$ cat src/rtl/stage_if.sv
// Instruction fetch stage: one outstanding fetch, one-entry skid buffer and an
// output register feeding ID as {instr, next_pc, exc_code, exc_addr}.
module stage_if #(
  parameter logic [31:0] RESET_PC         = 32'hBFC00000,
  parameter int          EXC_CODE_WIDTH   = 5,
  parameter int          IF2ID_WIRE_WIDTH = 96 + EXC_CODE_WIDTH
) (
  input  logic                        clk,
  input  logic                        rst,
  input  logic                        stall,
  input  logic                        redirect_valid,
  input  logic [31:0]                 redirect_pc,
  output logic                        mem_req,
  output logic [31:0]                 mem_addr,
  input  logic                        mem_ack,
  input  logic [31:0]                 mem_rdata,
  input  logic [EXC_CODE_WIDTH-1:0]   mem_exc_code,
  output logic [IF2ID_WIRE_WIDTH-1:0] interstage_if2id
);

  localparam logic [EXC_CODE_WIDTH-1:0] EC_NONE = {EXC_CODE_WIDTH{1'b1}};
  localparam logic [EXC_CODE_WIDTH-1:0] EC_ADEL = EXC_CODE_WIDTH'(4);
  localparam logic [IF2ID_WIRE_WIDTH-1:0] BUBBLE = {32'h0, 32'h0, EC_NONE, 32'h0};

  typedef enum logic [1:0] {S_FETCH, S_WAIT, S_HOLD} state_t;

  state_t                      state_q, state_d;
  logic [31:0]                 pc_q, pc_d;
  logic [31:0]                 req_addr_q, req_addr_d;
  logic                        discard_q, discard_d;
  logic                        skid_valid_q, skid_valid_d;
  logic [IF2ID_WIRE_WIDTH-1:0] skid_q, skid_d;
  logic [IF2ID_WIRE_WIDTH-1:0] out_q, out_d;
  logic                        produce;
  logic [IF2ID_WIRE_WIDTH-1:0] prod_entry;

  always_comb begin
    state_d      = state_q;
    pc_d         = pc_q;
    req_addr_d   = req_addr_q;
    discard_d    = discard_q;
    skid_valid_d = skid_valid_q;
    skid_d       = skid_q;
    out_d        = out_q;
    produce      = 1'b0;
    prod_entry   = BUBBLE;
    mem_req      = 1'b0;
    mem_addr     = req_addr_q;

    case (state_q)
      S_FETCH: begin
        mem_addr = pc_q;
        if (pc_q[1:0] != 2'b00) begin
          if (!skid_valid_q) begin
            produce    = 1'b1;
            prod_entry = {32'h0, pc_q + 32'd4, EC_ADEL, pc_q};
            state_d    = S_HOLD;
          end
        end else if (!skid_valid_q && !redirect_valid) begin
          mem_req    = 1'b1;
          req_addr_d = pc_q;
          state_d    = S_WAIT;
        end
      end
      S_WAIT: begin
        // address comes from req_addr_q so it stays put even after a redirect
        mem_req = 1'b1;
        if (mem_ack) begin
          if (discard_q) begin
            discard_d = 1'b0;
            state_d   = S_FETCH;
          end else begin
            produce    = 1'b1;
            prod_entry = {mem_rdata, pc_q + 32'd4, mem_exc_code, pc_q};
            pc_d       = pc_q + 32'd4;
            state_d    = (mem_exc_code == EC_NONE) ? S_FETCH : S_HOLD;
          end
        end
      end
      default: ;
    endcase

    if (!stall) begin
      if (skid_valid_q) begin
        out_d        = skid_q;
        skid_valid_d = produce;
        if (produce) skid_d = prod_entry;
      end else begin
        out_d = produce ? prod_entry : BUBBLE;
      end
    end else if (produce) begin
      skid_d       = prod_entry;
      skid_valid_d = 1'b1;
    end

    // redirect beats stall and any entry produced this cycle
    if (redirect_valid) begin
      pc_d         = redirect_pc;
      skid_valid_d = 1'b0;
      out_d        = BUBBLE;
      if (state_q == S_WAIT && !mem_ack) begin
        discard_d = 1'b1;
        state_d   = S_WAIT;
      end else begin
        discard_d = 1'b0;
        state_d   = S_FETCH;
      end
    end

    if (rst) mem_req = 1'b0;
  end

  always_ff @(posedge clk) begin
    if (rst) begin
      state_q      <= S_FETCH;
      pc_q         <= RESET_PC;
      req_addr_q   <= RESET_PC;
      discard_q    <= 1'b0;
      skid_valid_q <= 1'b0;
      skid_q       <= BUBBLE;
      out_q        <= BUBBLE;
    end else begin
      state_q      <= state_d;
      pc_q         <= pc_d;
      req_addr_q   <= req_addr_d;
      discard_q    <= discard_d;
      skid_valid_q <= skid_valid_d;
      skid_q       <= skid_d;
      out_q        <= out_d;
    end
  end

  assign interstage_if2id = out_q;

endmodule

$ cat config.mk
export PLATFORM = sky130hd
export DESIGN_NAME = stage_if
export DESIGN_NICKNAME = d
export VERILOG_FILES = /design/src/rtl/stage_if.sv
export SDC_FILE = /design/constraint.sdc
export NUM_CORES = 1
export LEC_CHECK = 0
export CAP_MARGIN = 20
export CORE_ASPECT_RATIO = 0.6
export CORE_MARGIN = 2
export CORE_UTILIZATION = 56
export CTS_CLUSTER_DIAMETER = 100
export DETAILED_ROUTE_END_ITERATION = 16
export GPL_TIMING_DRIVEN = 0
export MAX_ROUTING_LAYER = met4
export PLACE_DENSITY = 0.85
export SETUP_SLACK_MARGIN = 0.15
export SLEW_MARGIN = 25
export SYNTH_ARGS = -nofsm -noshare
export SYNTH_HDL_FRONTEND = slang
export SYNTH_SLANG_ARGS = --single-unit
$ cat constraint.sdc
create_clock -name clk -period 5.19 [get_ports clk]
set_input_delay 1.038 -clock clk [delete_from_list [all_inputs] [get_ports clk]]
set_output_delay 1.038 -clock clk [all_outputs]
set_load 0.01 [all_outputs]
==> results of run 1 <==
cells in the final DEF, fill, tap and decap left out, drive strengths merged, types with 2 or more instances in the layout:
cell type,netlist,layout
mux2,30,30
xnor2,16,16
a21oi,100,100
o21ai,44,44
o211ai,9,9
and3,7,7
nand3,32,32
nand2,176,176
o221ai,2,2
mux2i,5,5
buf,36,36
a31oi,2,2
and4,3,3
nand4,21,21
a311oi,3,3
a222oi,17,17
o22ai,17,17
a211oi,20,20
a221oi,54,54
nor2,178,178
nor2b,3,3
xor2,27,27
inv,5,5
clkbuf,100,137
dfxtp,266,266
a22oi,50,50
or3,7,7
and2,4,4
nor4,9,9
clkdlybuf4s50,0,205
clkinv,2,4
or4,2,2
nor3,80,80
flip-flops by register name, summed over array words and instances (netlist names):
signal            flops
discard_q             1
interstage_if2id     99
pc_q                 32
req_addr_q           32
skid_q               99
skid_valid_q          1
state_q               2
critical path, stage by stage, from the launching register on:
cell,delay [ns]
dfxtp_1,0.29
buf_2,0.16
nor2_1,0.18
buf_1,0.76
buf_1,0.50
mux2_2,0.41
clkdlybuf4s50_1,0.49
power by group through the flow:
| stage | Clock, W | Sequential [W] | Combinational, W |
|---|---|---|---|
| after global routing | 0.00187 | 0.00219 | 0.000807 |
| final | 0.00179 | 0.00219 | 0.000765 |
| after detailed placement | 0 | 0.00223 | 0.000732 |
| after floorplan | 0 | 0.00223 | 0.000400 |
| after global placement | 0 | 0.00222 | 0.000721 |
| after CTS | 0.00177 | 0.00218 | 0.000740 |
metal layers:
metal | share of wire, % | global-route usage, % | vias up
li1 | - | - | 5260
met1 | 43 | 56.2 | 5552
met2 | 40 | 53.2 | 888
met3 | 15 | 10.2 | 102
met4 | 2.5 | 9.31 | 0
met5 | 0 | - | -
cells in the mapped netlist, types with 4 or more instances:
| cell type | count | share of area (%) |
|---|---|---|
| dfxtp_1 | 266 | 47 |
| nor2_1 | 178 | 5.9 |
| nand2_1 | 176 | 5.9 |
| a21oi_1 | 100 | 4.5 |
| clkbuf_1 | 99 | 3.3 |
| nor3_1 | 80 | 3.6 |
| a221oi_1 | 54 | 4.2 |
| a22oi_1 | 50 | 3.3 |
| o21ai_0 | 42 | 1.9 |
| nand3_1 | 31 | 1.4 |
| mux2_2 | 30 | 3.0 |
| xor2_1 | 27 | 2.1 |
| buf_2 | 26 | 1.2 |
| a211oi_1 | 20 | 1.3 |
| nand4_1 | 20 | 1.1 |
| a222oi_1 | 17 | 1.5 |
| o22ai_1 | 17 | 0.95 |
| xnor2_1 | 16 | 1.2 |
| o211ai_1 | 9 | 0.60 |
| and3_1 | 7 | 0.39 |
| or3_1 | 7 | 0.39 |
| buf_1 | 6 | 0.20 |
| inv_1 | 5 | 0.17 |
| mux2i_1 | 5 | 0.45 |
| nor4_1 | 5 | 0.28 |
| and2_1 | 4 | 0.22 |
| buf_4 | 4 | 0.27 |
kinds of logic (layout without fill, tap and decap cells):
logic type	count (synthesis)	in the layout
adder cells (fa/ha/maj)	1	1
AO/OA/AOI/OAI	326	326
buffers and inverters	143	388
AND/OR/NAND/NOR	527	527
multiplexers	35	35
XOR/XNOR	43	43
flip-flops	266	266
per-stage QoR:
stage | instances | util, % | instance area, um^2
after floorplan | 1341 | - | 11200
after global placement | 1819 | 68.8 | 13600
after detailed placement | 1819 | 68.8 | 13600
after CTS | 1859 | 72.7 | 14400
after global routing | 1859 | 72.7 | 14400
final | 1859 | 72.7 | 14400
path summary, 6_finish.rpt:
kind,start,end,slack (ns),cells after the start
worst max-delay path,state_q[1]$_SDFFE_PP0P_,mem_addr[30],0.83,6
worst min-delay path,skid_q[2]$_SDFFE_PP0P_,skid_q[2]$_SDFFE_PP0P_,0.45,2
worst max register to register,state_q[1]$_SDFFE_PP0P_,skid_q[36]$_SDFFE_PP1P_,2.42,8
worst min register to register,skid_q[2]$_SDFFE_PP0P_,skid_q[2]$_SDFFE_PP0P_,0.45,2
final cells by class:
class | instances | area [um^2] | share of cell area (%)
timing repair buffer | 205 | 2050 | 14.2
sequential | 266 | 5330 | 37.0
tap | 273 | 342 | 2.37
buffer | 136 | 559 | 3.88
clock inverter | 3 | 40.0 | 0.278
inverter | 7 | 26.3 | 0.182
clock buffer | 37 | 731 | 5.07
multi-input combinational | 932 | 5330 | 37.0
==> metrics.md, run 1 <==
| Metric | Value |
|---|---|
| TritonCTS Buffers | 24 |
| First-pass GRT wire length | 62500 um |
| Sequential share of the synthesized area | approximately 47% |
| Number of H-tree levels | 1 |
| Avg Inst Size Synth | 8.38 um^2 |
| Overflow after GRT | 0 |
| Post-Synth Adder-Cell Area | less than 1% |
| CTS tree | yes |
| Syn_nets | 1416 |
| Part of the power in registers | about 46% |
| Flop and latch count out of synthesis | 266 |
| Initial DRT Pass Iterations | 6 |
| Final wirelength | 41000 um |
| Worst slew pin tran | roughly 1.1 ns |
| ANT nets after route | 0 |
| Core Region | 19800 um^2 |
| Simple-Gate Fraction of Synth Area | 21.0% |
| Die Span Y | ~110 um |
| Top Ports | 208 |
| Clock latency at the later pin of the worst-skew pair | 0.53 ns |
| Layout cells sized above 1 | 6.62% |
| Outcome | complete, no violations |
| Comb power frac | 16.1% |
| Root Driver | clkbuf_16 |
| Critical path class | reg -> out |
| PortBufs | 205 |
| VDD IR max | between 0.2 and 0.25 mV |
| Die ar. | 21300 um^2 |
| Initial Util | between 50% and 60% |
| Final Skew | 0.0132 ns |
| Hold WC Path Type | reg -> reg |
| CP max FO | 10 |
| Synth async-reset ratio | 0% |
| Pwr Density | 329 nW/um^2 |
| Post-CTS Setup Bufs | 0 |
| Fin worst setup slack | 0.829 ns |
| Via density per instance | about 6.3 |
| Hold WS | 0.455 ns |
| GP Congestion | 0.952 |
| Largest family of logic cells by synthesized area | simple AND/OR/NAND/NOR gates |
| Count of pins over their slew limit | 0 |
| Mux share of post-synthesis cell area | around 3.5% |
| Setup_tns | 0 ns |
| CP startpoint kind | register |
| CTS Hold Bufs | 0 |
| Drt drc | 0 |
| Number of synthesized flops with an enable pin | 0 |
| Sw Pwr | between 0.001 and 0.0015 W |
| Ys flop type | dfxtp_1 |
| Worst endpoint data arrival time | approximately 3.3 ns |
| Inserted Diodes | 0 |
| Final Hold Fails | 0 |
| Post-synthesis compound-gate area fraction | 19.5% |
| Synth Instances | 1341 |
| Longest Clk Path Bufs | 3 |
| CTS sink count | ~270 |
| Final nets | 1647 |
| Total Power | 0.00474 W |
| Initial antenna violation count | 0 |
| Xor/xnor share of the synthesized area | 3.35% |
| Mapped Area | 11200 um^2 |
| Vias | 11800 |
| Rows | 40 |
| Number of gates resized after CTS | 0 |
| Slew HR | between 20% and 30% |
| Initial DRC count | roughly 1800 |
| Synth Warn # | 0 |
| Pin count of the biggest net entering global routing | 15 |
| CP endpoint kind | output port |
| Clock slew at reported path FFs | 0.07 ns |
| Count of cell types in the netlist | 55 |
| Switching share of power | 27.4% |
| Clock share of power | 37.7% |
| Post-route clock period utilization | a little over four fifths |
| GRT Total Usage | 38.7% |
| Area Overhead vs Synth | 28.2% |
| Number of global-route vias before repair | 11000 |
| Leak pwr | around 5.0 nW |
| RSZ-0062 raised after global routing | false |
| Final Critical Period | 4.36 ns |
| Worst Path Required | ~4.2 ns |
| Peak Freq | 229 MHz |
| Wire length per cell | 22.1 um |
| DPL Wire Length | between 20000 and 30000 um |
| Pint | around 0.0034 W |
| Die Width | 187 um |
| Fillers | 1576 |
| DP Worst Slack | around 1 ns |
| Endpoints failing setup | 0 |
| Max Cap Viol | 0 |
(Power assumes the default switching activity.)
==> run 2, diff against run 1 <==
- CORE_UTILIZATION: 56 -> 47
- PLACE_DENSITY: 0.85 -> 0.76
- clock period: 5.19 -> 3.6 ns (I/O delays scaled with it)
==> run 2 against run 1 <==
  * Largest power group unchanged
  * Critical endpoint unchanged
  * Combinational power grew 44%
  * Critical path type unchanged
  * Clock power grew 51%
  * Highest routed layer unchanged
  * Global-route usage fell by 5.9 points
  * First-iteration DRC count down 31%
==> metrics.md, run 2 (synthesis results as in run 1) <==
| Metric | Value |
|---|---|
| Layout cells sized above 1 | 6.98% |
| Clock latency at the later pin of the worst-skew pair | roughly 0.53 ns |
| Max Cap Viol | 0 |
| PortBufs | 205 |
| CP endpoint kind | output port |
| Longest Clk Path Bufs | 3 |
| Peak Freq | approximately 290 MHz |
| Multi-input gate area | approximately 5300 um^2 |
| Initial DRC count | 1262 |
| Die Span Y | 124 um |
| Leak pwr | 5.08 nW |
| Count of pins over their slew limit | 0 |
| Wire length per cell | around 22 um |
| First-pass GRT wire length | between 60000 and 70000 um |
| Final nets | between 1500 and 2000 |
| CTS tree | yes |
| Worst endpoint data arrival time | 2.67 ns |
| Final wirelength | 41200 um |
| Clock slew at reported path FFs | 0.07 ns |
| DPL Wire Length | 30500 um |
| Fin cells | 1905 |
| Inserted Diodes | 0 |
| Slew HR | 30.0% |
| Endpoints failing setup | 0 |
| GRT Total Usage | roughly 33% |
| Number of global-route vias before repair | 10500 |
| Reg area | roughly 5300 um^2 |
| Fin worst setup slack | 0.209 ns |
| VDD IR max | 0.298 mV |
| Pwr Density | between 400 and 500 nW/um^2 |
| Overflow after GRT | 0 |
| CP startpoint kind | register |
| Outcome | complete, no violations |
| Most frequent cells in the layout | dfxtp_1 (266), clkdlybuf4s50_1 (205), nor2_1 (178) |
| Post-CTS Setup Bufs | 0 |
| DP Worst Slack | roughly 0.064 ns |
| CTS sink count | 266 |
| Rows | 43 |
| RSZ-0062 raised after global routing | true |
| Initial Util | 48.2% |
| Drt drc | 0 |
| Worst slew pin tran | 1.05 ns |
| Post-route cell area | 14500 um^2 |
| Root Driver | clkbuf_16 |
| Via density per instance | 6.06 |
| Final Skew | 0.0115 ns |
| Pin count of the biggest net entering global routing | 15 |
| Die ar. | 25200 um^2 |
| Setup_tns | 0 ns |
| Post-route clock period utilization | 94.2% |
| Vias | 11500 |
| ANT nets after route | 0 |
| CP max FO | 10 |
| Worst Path Required | 2.88 ns |
| Final Critical Period | 3.39 ns |
| Fillers | 2056 |
| Core Region | around 23000 um^2 |
| Die Width | 204 um |
| Initial DRT Pass Iterations | 6 |
| Placed Area | 13700 um^2 |
| Hold WC Path Type | reg -> reg |
| Area Overhead vs Synth | 29.1% |
| Initial antenna violation count | 0 |
| Commonest non-fill, non-tap cell in the layout | dfxtp_1 |
| TritonCTS Buffers | 25 |
| GP Congestion | 0.965 |
| Final Hold Fails | 0 |
| Top Ports | 208 |
| Post-Place Cells | 1861 |
| Hold WS | 0.454 ns |
| Critical path class | reg -> out |
| Number of H-tree levels | 1 |
run 2: changes by cell type in the layout (fill, tap and decap cells not counted), sizes merged:
cell and change:
clkinv +3, buf -2, bufinv +2, clkbuf +1
run 2: timing repair:
action	CTS	global route
endpoints found under the setup margin	18	13
gates resized for setup	4	5
hold buffers	0	0
run 2: worst max-delay path: stages, from the launching register on:
cell,delay [ns]
dfxtp_1,0.31
buf_2,0.16
nor2_1,0.19
clkbuf_4,0.33
clkbuf_4,0.28
mux2_2,0.38
clkdlybuf4s50_1,0.49
run 2: worst paths after layout:
| kind | from | to | slack (ns) | depth (start not counted) |
|---|---|---|---|---|
| hold / removal | req_addr_q[21]$_SDFFE_PP0P_ | req_addr_q[21]$_SDFFE_PP0P_ | 0.45 | 2 |
| setup reg to reg | state_q[1]$_SDFFE_PP0P_ | skid_q[35]$_SDFFE_PP1P_ | 0.72 | 8 |
| setup / recovery | state_q[1]$_SDFFE_PP0P_ | mem_addr[30] | 0.21 | 6 |
| hold reg to reg | req_addr_q[21]$_SDFFE_PP0P_ | req_addr_q[21]$_SDFFE_PP0P_ | 0.45 | 2 |
run 2: final cells by class:
type                       count  area share (%)
buffer                       135            3.90
clock buffer                  37            4.83
clock inverter                 8           0.793
inverter                       7           0.181
multi-input combinational    932            36.7
sequential                   266            36.7
tap                          315            2.72
timing repair buffer         205            14.1
run 2: per-layer routing:
metal	part of all wire [%]	track usage (%)	vias to the layer above	wire length, um
li1	-	-	5271	-
met1	45	48.1	5463	18500
met2	39	43.9	727	16100
met3	14	9.39	75	5670
met4	2.1	7.48	0	881
met5	0	-	-	0
run 2: where the power goes:
group          internal, W  switching (W)  total, W
Clock              0.00156        0.00115   0.00271
Combinational     0.000423       0.000680   0.00110
Sequential         0.00308      0.0000748   0.00315
Total              0.00506        0.00191   0.00697
run 2: stage by stage:
step           power (W)  utilization [%]
2_1_floorplan    0.00379                -
3_3_place_gp     0.00426             58.7
3_5_place_dp     0.00428             58.7
4_1_cts          0.00693             62.3
5_1_grt          0.00717             62.3
6_report         0.00697             62.3
